<file path="src/rtl/alu_slice_sequencer_pkg.sv">
// Shared definitions for the nibble-serial ALU sequencer and its environment.
// Holds FSM state encodings, the slice width and the ALU function codes that
// the bench and integrators use to select add and xor on the 4-bit slice.
package alu_slice_sequencer_pkg;

    typedef enum logic [1:0] {
        IDLE = 2'd0,
        RUN  = 2'd1,
        HOLD = 2'd2
    } state_t;

    localparam int SLICE_W = 4;

    // Function codes for the external 4-bit slice (S select, M mode).
    localparam logic [3:0] ALU_ADD_S = 4'b1001;
    localparam logic       ALU_ADD_M = 1'b0;
    localparam logic [3:0] ALU_XOR_S = 4'b0110;
    localparam logic       ALU_XOR_M = 1'b1;

endpackage

</file>
<file path="src/rtl/alu_slice_sequencer_if.sv">
// Bundle of command, result and slice-drive signals around the sequencer.
// master: the sequencer's view (drives cmd_ready, res_*, alu_a/b/s/m/pin).
// slave : the environment's view (control FSM drives cmd_*/res_ready, slice drives alu_r/alu_p).
interface alu_slice_sequencer_if #(
    parameter int WIDTH = 16
);
    import alu_slice_sequencer_pkg::*;

    // command side
    logic               cmd_valid;
    logic               cmd_ready;
    logic [WIDTH-1:0]   cmd_a;
    logic [WIDTH-1:0]   cmd_b;
    logic [3:0]         cmd_s;
    logic               cmd_m;
    logic               cmd_cin;

    // result side
    logic               res_valid;
    logic               res_ready;
    logic [WIDTH-1:0]   res_r;
    logic               res_cout;
    logic               res_zero;

    // slice side
    logic [SLICE_W-1:0] alu_a;
    logic [SLICE_W-1:0] alu_b;
    logic [3:0]         alu_s;
    logic               alu_m;
    logic               alu_pin;
    logic [SLICE_W-1:0] alu_r;
    logic [3:0]         alu_p;

    modport master (
        input  cmd_valid, cmd_a, cmd_b, cmd_s, cmd_m, cmd_cin,
        output cmd_ready,
        output res_valid, res_r, res_cout, res_zero,
        input  res_ready,
        output alu_a, alu_b, alu_s, alu_m, alu_pin,
        input  alu_r, alu_p
    );

    modport slave (
        output cmd_valid, cmd_a, cmd_b, cmd_s, cmd_m, cmd_cin,
        input  cmd_ready,
        input  res_valid, res_r, res_cout, res_zero,
        output res_ready,
        input  alu_a, alu_b, alu_s, alu_m, alu_pin,
        output alu_r, alu_p
    );

endinterface

</file>
<file path="src/rtl/alu_slice_sequencer.sv">
// Runs one WIDTH-bit operation through an external 4-bit ALU slice, one nibble per clock, LSB first.
// Latency: accept edge plus NSLICE slice edges (5 edges for WIDTH=16); one command in flight.
// Backpressure: cmd_ready only in IDLE; result held stable in HOLD until res_ready, no same-cycle turnaround.
// Ports: clk, rst (sync, active-high); bus (master modport): cmd_* in, res_* out, alu_* drive/return of the slice.
module alu_slice_sequencer
    import alu_slice_sequencer_pkg::*;
#(
    parameter int WIDTH = 16   // multiple of 4, at least 4
) (
    input  logic                   clk,
    input  logic                   rst,
    alu_slice_sequencer_if.master  bus
);

    localparam int NSLICE = WIDTH / SLICE_W;
    localparam int IDX_W  = (NSLICE > 1) ? $clog2(NSLICE) : 1;
    localparam logic [IDX_W-1:0] LAST_IDX = IDX_W'(NSLICE - 1);

    state_t             state_q, state_d;
    logic               load, step, last;
    logic               cmd_ready, res_valid;

    // Operands are kept as shift registers so the current nibble always sits
    // at the bottom; they stop shifting on the final slice so alu_a/alu_b
    // keep their last values through HOLD and IDLE.
    logic [WIDTH-1:0]   a_sh, b_sh;
    logic [3:0]         s_q;
    logic               m_q;
    logic               carry_q;     // doubles as the alu_pin driver
    logic [IDX_W-1:0]   idx_q;
    logic [WIDTH-1:0]   res_q, res_next;
    logic               res_cout_q, res_zero_q;

    // Only the slice carry-out takes part in the chain.
    logic               unused_alu_p;
    assign unused_alu_p = ^bus.alu_p[2:0];

    always_ff @(posedge clk) begin
        if (rst) state_q <= IDLE;
        else     state_q <= state_d;
    end

    always_comb begin
        state_d   = state_q;
        load      = 1'b0;
        step      = 1'b0;
        last      = 1'b0;
        cmd_ready = 1'b0;
        res_valid = 1'b0;
        case (state_q)
            IDLE: begin
                cmd_ready = 1'b1;
                if (bus.cmd_valid) begin
                    load    = 1'b1;
                    state_d = RUN;
                end
            end
            RUN: begin
                step = 1'b1;
                if (idx_q == LAST_IDX) begin
                    last    = 1'b1;
                    state_d = HOLD;
                end
            end
            HOLD: begin
                res_valid = 1'b1;
                if (bus.res_ready) state_d = IDLE;
            end
            default: state_d = IDLE;
        endcase
    end

    // Result with the current slice's nibble merged in; used both for the
    // register update and for the zero flag on the final slice.
    always_comb begin
        res_next = res_q;
        res_next[int'(idx_q)*SLICE_W +: SLICE_W] = bus.alu_r;
    end

    always_ff @(posedge clk) begin
        if (rst) begin
            a_sh       <= '0;
            b_sh       <= '0;
            s_q        <= '0;
            m_q        <= 1'b0;
            carry_q    <= 1'b0;
            idx_q      <= '0;
            res_q      <= '0;
            res_cout_q <= 1'b0;
            res_zero_q <= 1'b0;
        end else if (load) begin
            a_sh    <= bus.cmd_a;
            b_sh    <= bus.cmd_b;
            s_q     <= bus.cmd_s;
            m_q     <= bus.cmd_m;
            carry_q <= bus.cmd_cin;
            idx_q   <= '0;
        end else if (step) begin
            res_q <= res_next;
            if (last) begin
                // Carry is forwarded regardless of mode; the slice decides its meaning.
                res_cout_q <= bus.alu_p[3];
                res_zero_q <= (res_next == '0);
            end else begin
                a_sh    <= a_sh >> SLICE_W;
                b_sh    <= b_sh >> SLICE_W;
                carry_q <= bus.alu_p[3];
                idx_q   <= idx_q + IDX_W'(1);
            end
        end
    end

    assign bus.cmd_ready = cmd_ready;
    assign bus.res_valid = res_valid;
    assign bus.res_r     = res_q;
    assign bus.res_cout  = res_cout_q;
    assign bus.res_zero  = res_zero_q;
    assign bus.alu_a     = a_sh[SLICE_W-1:0];
    assign bus.alu_b     = b_sh[SLICE_W-1:0];
    assign bus.alu_s     = s_q;
    assign bus.alu_m     = m_q;
    assign bus.alu_pin   = carry_q;

endmodule

</file>
<file path="src/flat_wrapper.sv">
// flat-port wrapper written by rule: the top's interface ports become plain ports
module alu_slice_sequencer_flat import alu_slice_sequencer_pkg::*;
#(
    parameter int WIDTH = 16                               
)
  (clk, rst, bus_cmd_valid, bus_cmd_a, bus_cmd_b, bus_cmd_s, bus_cmd_m, bus_cmd_cin, bus_cmd_ready, bus_res_valid, bus_res_r, bus_res_cout, bus_res_zero, bus_res_ready, bus_alu_a, bus_alu_b, bus_alu_s, bus_alu_m, bus_alu_pin, bus_alu_r, bus_alu_p);
  alu_slice_sequencer_if #(.WIDTH(WIDTH)) bus_i ();
  input  logic clk;
  input  logic rst;
  input wire logic [$bits(bus_i.cmd_valid)-1:0] bus_cmd_valid;
  input wire logic [$bits(bus_i.cmd_a)-1:0] bus_cmd_a;
  input wire logic [$bits(bus_i.cmd_b)-1:0] bus_cmd_b;
  input wire logic [$bits(bus_i.cmd_s)-1:0] bus_cmd_s;
  input wire logic [$bits(bus_i.cmd_m)-1:0] bus_cmd_m;
  input wire logic [$bits(bus_i.cmd_cin)-1:0] bus_cmd_cin;
  output wire logic [$bits(bus_i.cmd_ready)-1:0] bus_cmd_ready;
  output wire logic [$bits(bus_i.res_valid)-1:0] bus_res_valid;
  output wire logic [$bits(bus_i.res_r)-1:0] bus_res_r;
  output wire logic [$bits(bus_i.res_cout)-1:0] bus_res_cout;
  output wire logic [$bits(bus_i.res_zero)-1:0] bus_res_zero;
  input wire logic [$bits(bus_i.res_ready)-1:0] bus_res_ready;
  output wire logic [$bits(bus_i.alu_a)-1:0] bus_alu_a;
  output wire logic [$bits(bus_i.alu_b)-1:0] bus_alu_b;
  output wire logic [$bits(bus_i.alu_s)-1:0] bus_alu_s;
  output wire logic [$bits(bus_i.alu_m)-1:0] bus_alu_m;
  output wire logic [$bits(bus_i.alu_pin)-1:0] bus_alu_pin;
  input wire logic [$bits(bus_i.alu_r)-1:0] bus_alu_r;
  input wire logic [$bits(bus_i.alu_p)-1:0] bus_alu_p;
  assign bus_i.cmd_valid = bus_cmd_valid;
  assign bus_i.cmd_a = bus_cmd_a;
  assign bus_i.cmd_b = bus_cmd_b;
  assign bus_i.cmd_s = bus_cmd_s;
  assign bus_i.cmd_m = bus_cmd_m;
  assign bus_i.cmd_cin = bus_cmd_cin;
  assign bus_cmd_ready = bus_i.cmd_ready;
  assign bus_res_valid = bus_i.res_valid;
  assign bus_res_r = bus_i.res_r;
  assign bus_res_cout = bus_i.res_cout;
  assign bus_res_zero = bus_i.res_zero;
  assign bus_i.res_ready = bus_res_ready;
  assign bus_alu_a = bus_i.alu_a;
  assign bus_alu_b = bus_i.alu_b;
  assign bus_alu_s = bus_i.alu_s;
  assign bus_alu_m = bus_i.alu_m;
  assign bus_alu_pin = bus_i.alu_pin;
  assign bus_i.alu_r = bus_alu_r;
  assign bus_i.alu_p = bus_alu_p;
  alu_slice_sequencer #(.WIDTH(WIDTH)) u_core (.clk(clk), .rst(rst), .bus(bus_i));
endmodule
</file>
<file path="config.mk">
export PLATFORM = sky130hd
export DESIGN_NAME = alu_slice_sequencer_flat
export DESIGN_NICKNAME = d
export VERILOG_FILES = /design/src/rtl/alu_slice_sequencer_pkg.sv /design/src/rtl/alu_slice_sequencer_if.sv /design/src/rtl/alu_slice_sequencer.sv /design/src/flat_wrapper.sv
export SDC_FILE = /design/constraint.sdc
export NUM_CORES = 1
export LEC_CHECK = 0
export CAP_MARGIN = 20
export CORE_MARGIN = 8
export CORE_UTILIZATION = 41
export CTS_CLUSTER_DIAMETER = 30
export DETAILED_ROUTE_END_ITERATION = 8
export PLACE_DENSITY = 0.75
export SLEW_MARGIN = 20
export SYNTH_ARGS = -nofsm -noshare
export SYNTH_HDL_FRONTEND = slang
export SYNTH_SLANG_ARGS = --single-unit
</file>
<file path="constraint.sdc">
create_clock -name clk -period 2 [get_ports clk]
set_clock_uncertainty 0.2 [all_clocks]
set_input_delay 0.2 -clock clk [delete_from_list [all_inputs] [get_ports clk]]
set_output_delay 0.2 -clock clk [all_outputs]
set_load 0.02 [all_outputs]
</file>
==> flow_summary.toml <==
[synthesis]
ys_types = 35
synth_fp_nets = 345
async_reset_ff_share_pct = 0
synth_common_cells = "dfxtp_1, nor2_1, a211oi_1, mux2i_1, nand2_1"
yosysMostFrequentCell = "dfxtp_1"
synth_flop_cell = "dfxtp_1"
ys_warn_count = 0
avgSynthCellArea_um2 = 9.07
synth_seq_cells = 60
synthTopCellsByArea = "dfxtp_1, mux2i_1, a211oi_1"
synth.largest_area_cell = "dfxtp_1"
synth-edff-count = 0
synth-seq-area-share_pct = 45.8
synth_top_area_share_pct = 45.8
netlist_area_mm2 = 0.00262
synth_cells = 289

[grt]
overflow = 0
grt_max_degree = 56
antenna_found_initial = 0
grt_pass1_vias = 2337
track_usage_pct = 15.1
grt_pass1_wl_um = 10900

[outcome]
status = "finished clean"

[die]
fp.dieW_um = 95.9
dieHeight_um = 95.9
rows = 29
initial_utilization_pct = 41.7
die_area_mm2 = 0.00920
core_area_mm2 = 0.00628
pin_count = 84

[route]
post_drt_via_cell_ratio = 5.14
wire_per_inst_um = 14.6
drt-initial-drc-count = 102
first_pass_iters = 4
vias = 2332
drc = 0
drt-total-wl_um = 6620
ant_nets = 0

[sta]
hold_viol_final = 0
finalCritPeriodShare_pct = 94.8
fin_setup_tns_ns = 0
worst_pin_slew_ns = 0.384
slew_headroom_pct = 74.4
rsz0062_at_grt = "false"
drv_slew = 0
max_freq_mhz = 527
finalWorstSetupSlack_ns = 0.104
whs_ns = 0.214
fin_crit_ns = 1.90
setup_viol = 0

[placement]
pre_cts_ws_ns = 0.00800
hpwlAfterDp_um = 4830
port_buffers = 80
routabilityCongestion = 0.764

[hold_path]
min_path_type = "input pin to flop"
hp-start = "bus_cmd_s[3]"

[run]
cap_viol_max_count = 0

[setup_path]
path_class = "flop to flop"
crit_required_ns = 2.01
rrSetupSlack_ns = 0.10
cp-end-kind = "flop"
worstPathArrival_ns = 1.91
reg2reg_to = "u_core.a_sh[14]"
start_kind = "flop"
endpoint = "u_core.a_sh[14]"
crit_path_max_fanout = 19
path_cells = "buf_4, ha_1, nor3b_4, buf_12, nor2_2, a22oi_1, nor2_1"
reg2reg_from = "u_core.idx_q[0]"
crit_path_max_incr_delay_ns = 0.32
setup.worst_path.start = "u_core.idx_q[0]"
reg2regPathDepth = 7
crit_path_top_delay_cell = "dfxtp_2"

[clock_tree]
cts_sinks = 60
postCtsSetupBuffers = 0
cts.path.max_buffers = 2
cts_tree = "built"
root_buffer = "clkbuf_8"
clkLatencyLatePin_ns = 0.34
htreeDepth = 3
clk_pin_slew_ns = 0.06
numCtsBuffers = 9

[cells_and_area]
drive_gt1_share_pct = 11.4
finalNetCount = 429
antennaDiodeCount = 0
synthToLayoutAreaGrowth_pct = 44.9

[power_and_ir_drop]
p_total_mw = 3.13
p_leak_nw = 1.42
pwr_density_cell_mw_per_mm2 = 826
ir_drop_v = 0.000551
layer usage:
metal,up-vias,part of all wire (%),global-route usage [%]
met5,-,0,0
met4,0,2.0,8.07
met3,10,8.9,5.85
met2,80,45,23.3
met1,1055,44,17.8
li1,1187,-,-
where the power goes:
group / total, mW / internal (mW) / switching (mW)
Combinational: 0.514 / 0.272 / 0.242
Clock: 1.31 / 0.850 / 0.461
Sequential: 1.31 / 1.27 / 0.0406
Total: 3.13 / 2.39 / 0.744
registers in the layout (all words and copies together), names as in the netlist:
name	count
u_core.bus.alu_m	1
u_core.bus.res_zero	1
u_core.bus.alu_pin	1
u_core.state_q	2
u_core.a_sh	16
u_core.bus.res_cout	1
u_core.idx_q	2
u_core.bus.res_r	16
u_core.bus.alu_s	4
u_core.b_sh	16
critical path, delay by kind of cell (launching register included):
kind,cells,cell delay [ns]
compound gates,1,0.18
fa+ha+maj,1,0.26
buf+inv,2,0.38
flops,1,0.32
simple gates,3,0.43
worst min-delay path by stage:
stage | end | slack [ns] | cells after the start
2_1_floorplan | u_core.bus.alu_m | 0.14 | 2
3_3_place_gp | u_core.bus.alu_s[1] | 0.24 | 2
3_5_place_dp | u_core.bus.alu_s[2] | 0.25 | 2
4_1_cts | u_core.bus.alu_s[3] | 0.20 | 3
5_1_grt | u_core.bus.alu_s[2] | 0.22 | 3
6_report | u_core.bus.alu_s[3] | 0.21 | 3
kinds of logic after synthesis:
kind of cell	after synthesis	synth area share, %
AND/OR/NAND/NOR	106	18.5
AO/OA/AOI/OAI	63	16.5
flip-flops	60	45.8
buffers and inverters	27	6.02
multiplexers	26	9.93
adder cells (fa/ha/maj)	6	2.87
XOR/XNOR	1	0.334
layout make-up:
| type | count | area (um2) |
|---|---|---|
| flip-flops and latches | 60 | 1200 |
| clock inverters | 5 | 100 |
| inverters | 2 | 7.51 |
| well taps | 77 | 96.3 |
| repair buffers | 98 | 956 |
| fillers | 541 | 2480 |
| clock buffers | 10 | 138 |
| multi-input cells | 202 | 1300 |
stage by stage:
stage	util, %	instance area, um2	cells
detailed placement	56.1	3520	438
CTS	60.1	3770	454
floorplan	-	2620	289
global route	60.5	3800	454
finish	60.5	3800	454
global placement	56.1	3520	438
repair_timing:
| action | CTS | global route |
|---|---|---|
| hold buffers | 1 | 0 |
| resized for setup | 3 | 4 |
| setup endpoints to repair | 3 | 11 |
| hold endpoints to repair | 1 | 0 |
cells in the final DEF (no fill, tap or decap), types with 3 or more instances in the layout:
master	instances
ha_1	5
bufinv_16	3
nand2_1	24
nor4_1	3
clkbuf_8	10
a22oi_1	15
nor2_1	47
a211oi_1	26
nor3_1	4
a21oi_1	16
nand3_1	9
dfxtp_1	59
mux2i_1	26
buf_4	15
nor2b_1	4
clkdlybuf4s50_1	77
nor2_2	3
No activity file was read; power rests on OpenSTA's default activity.
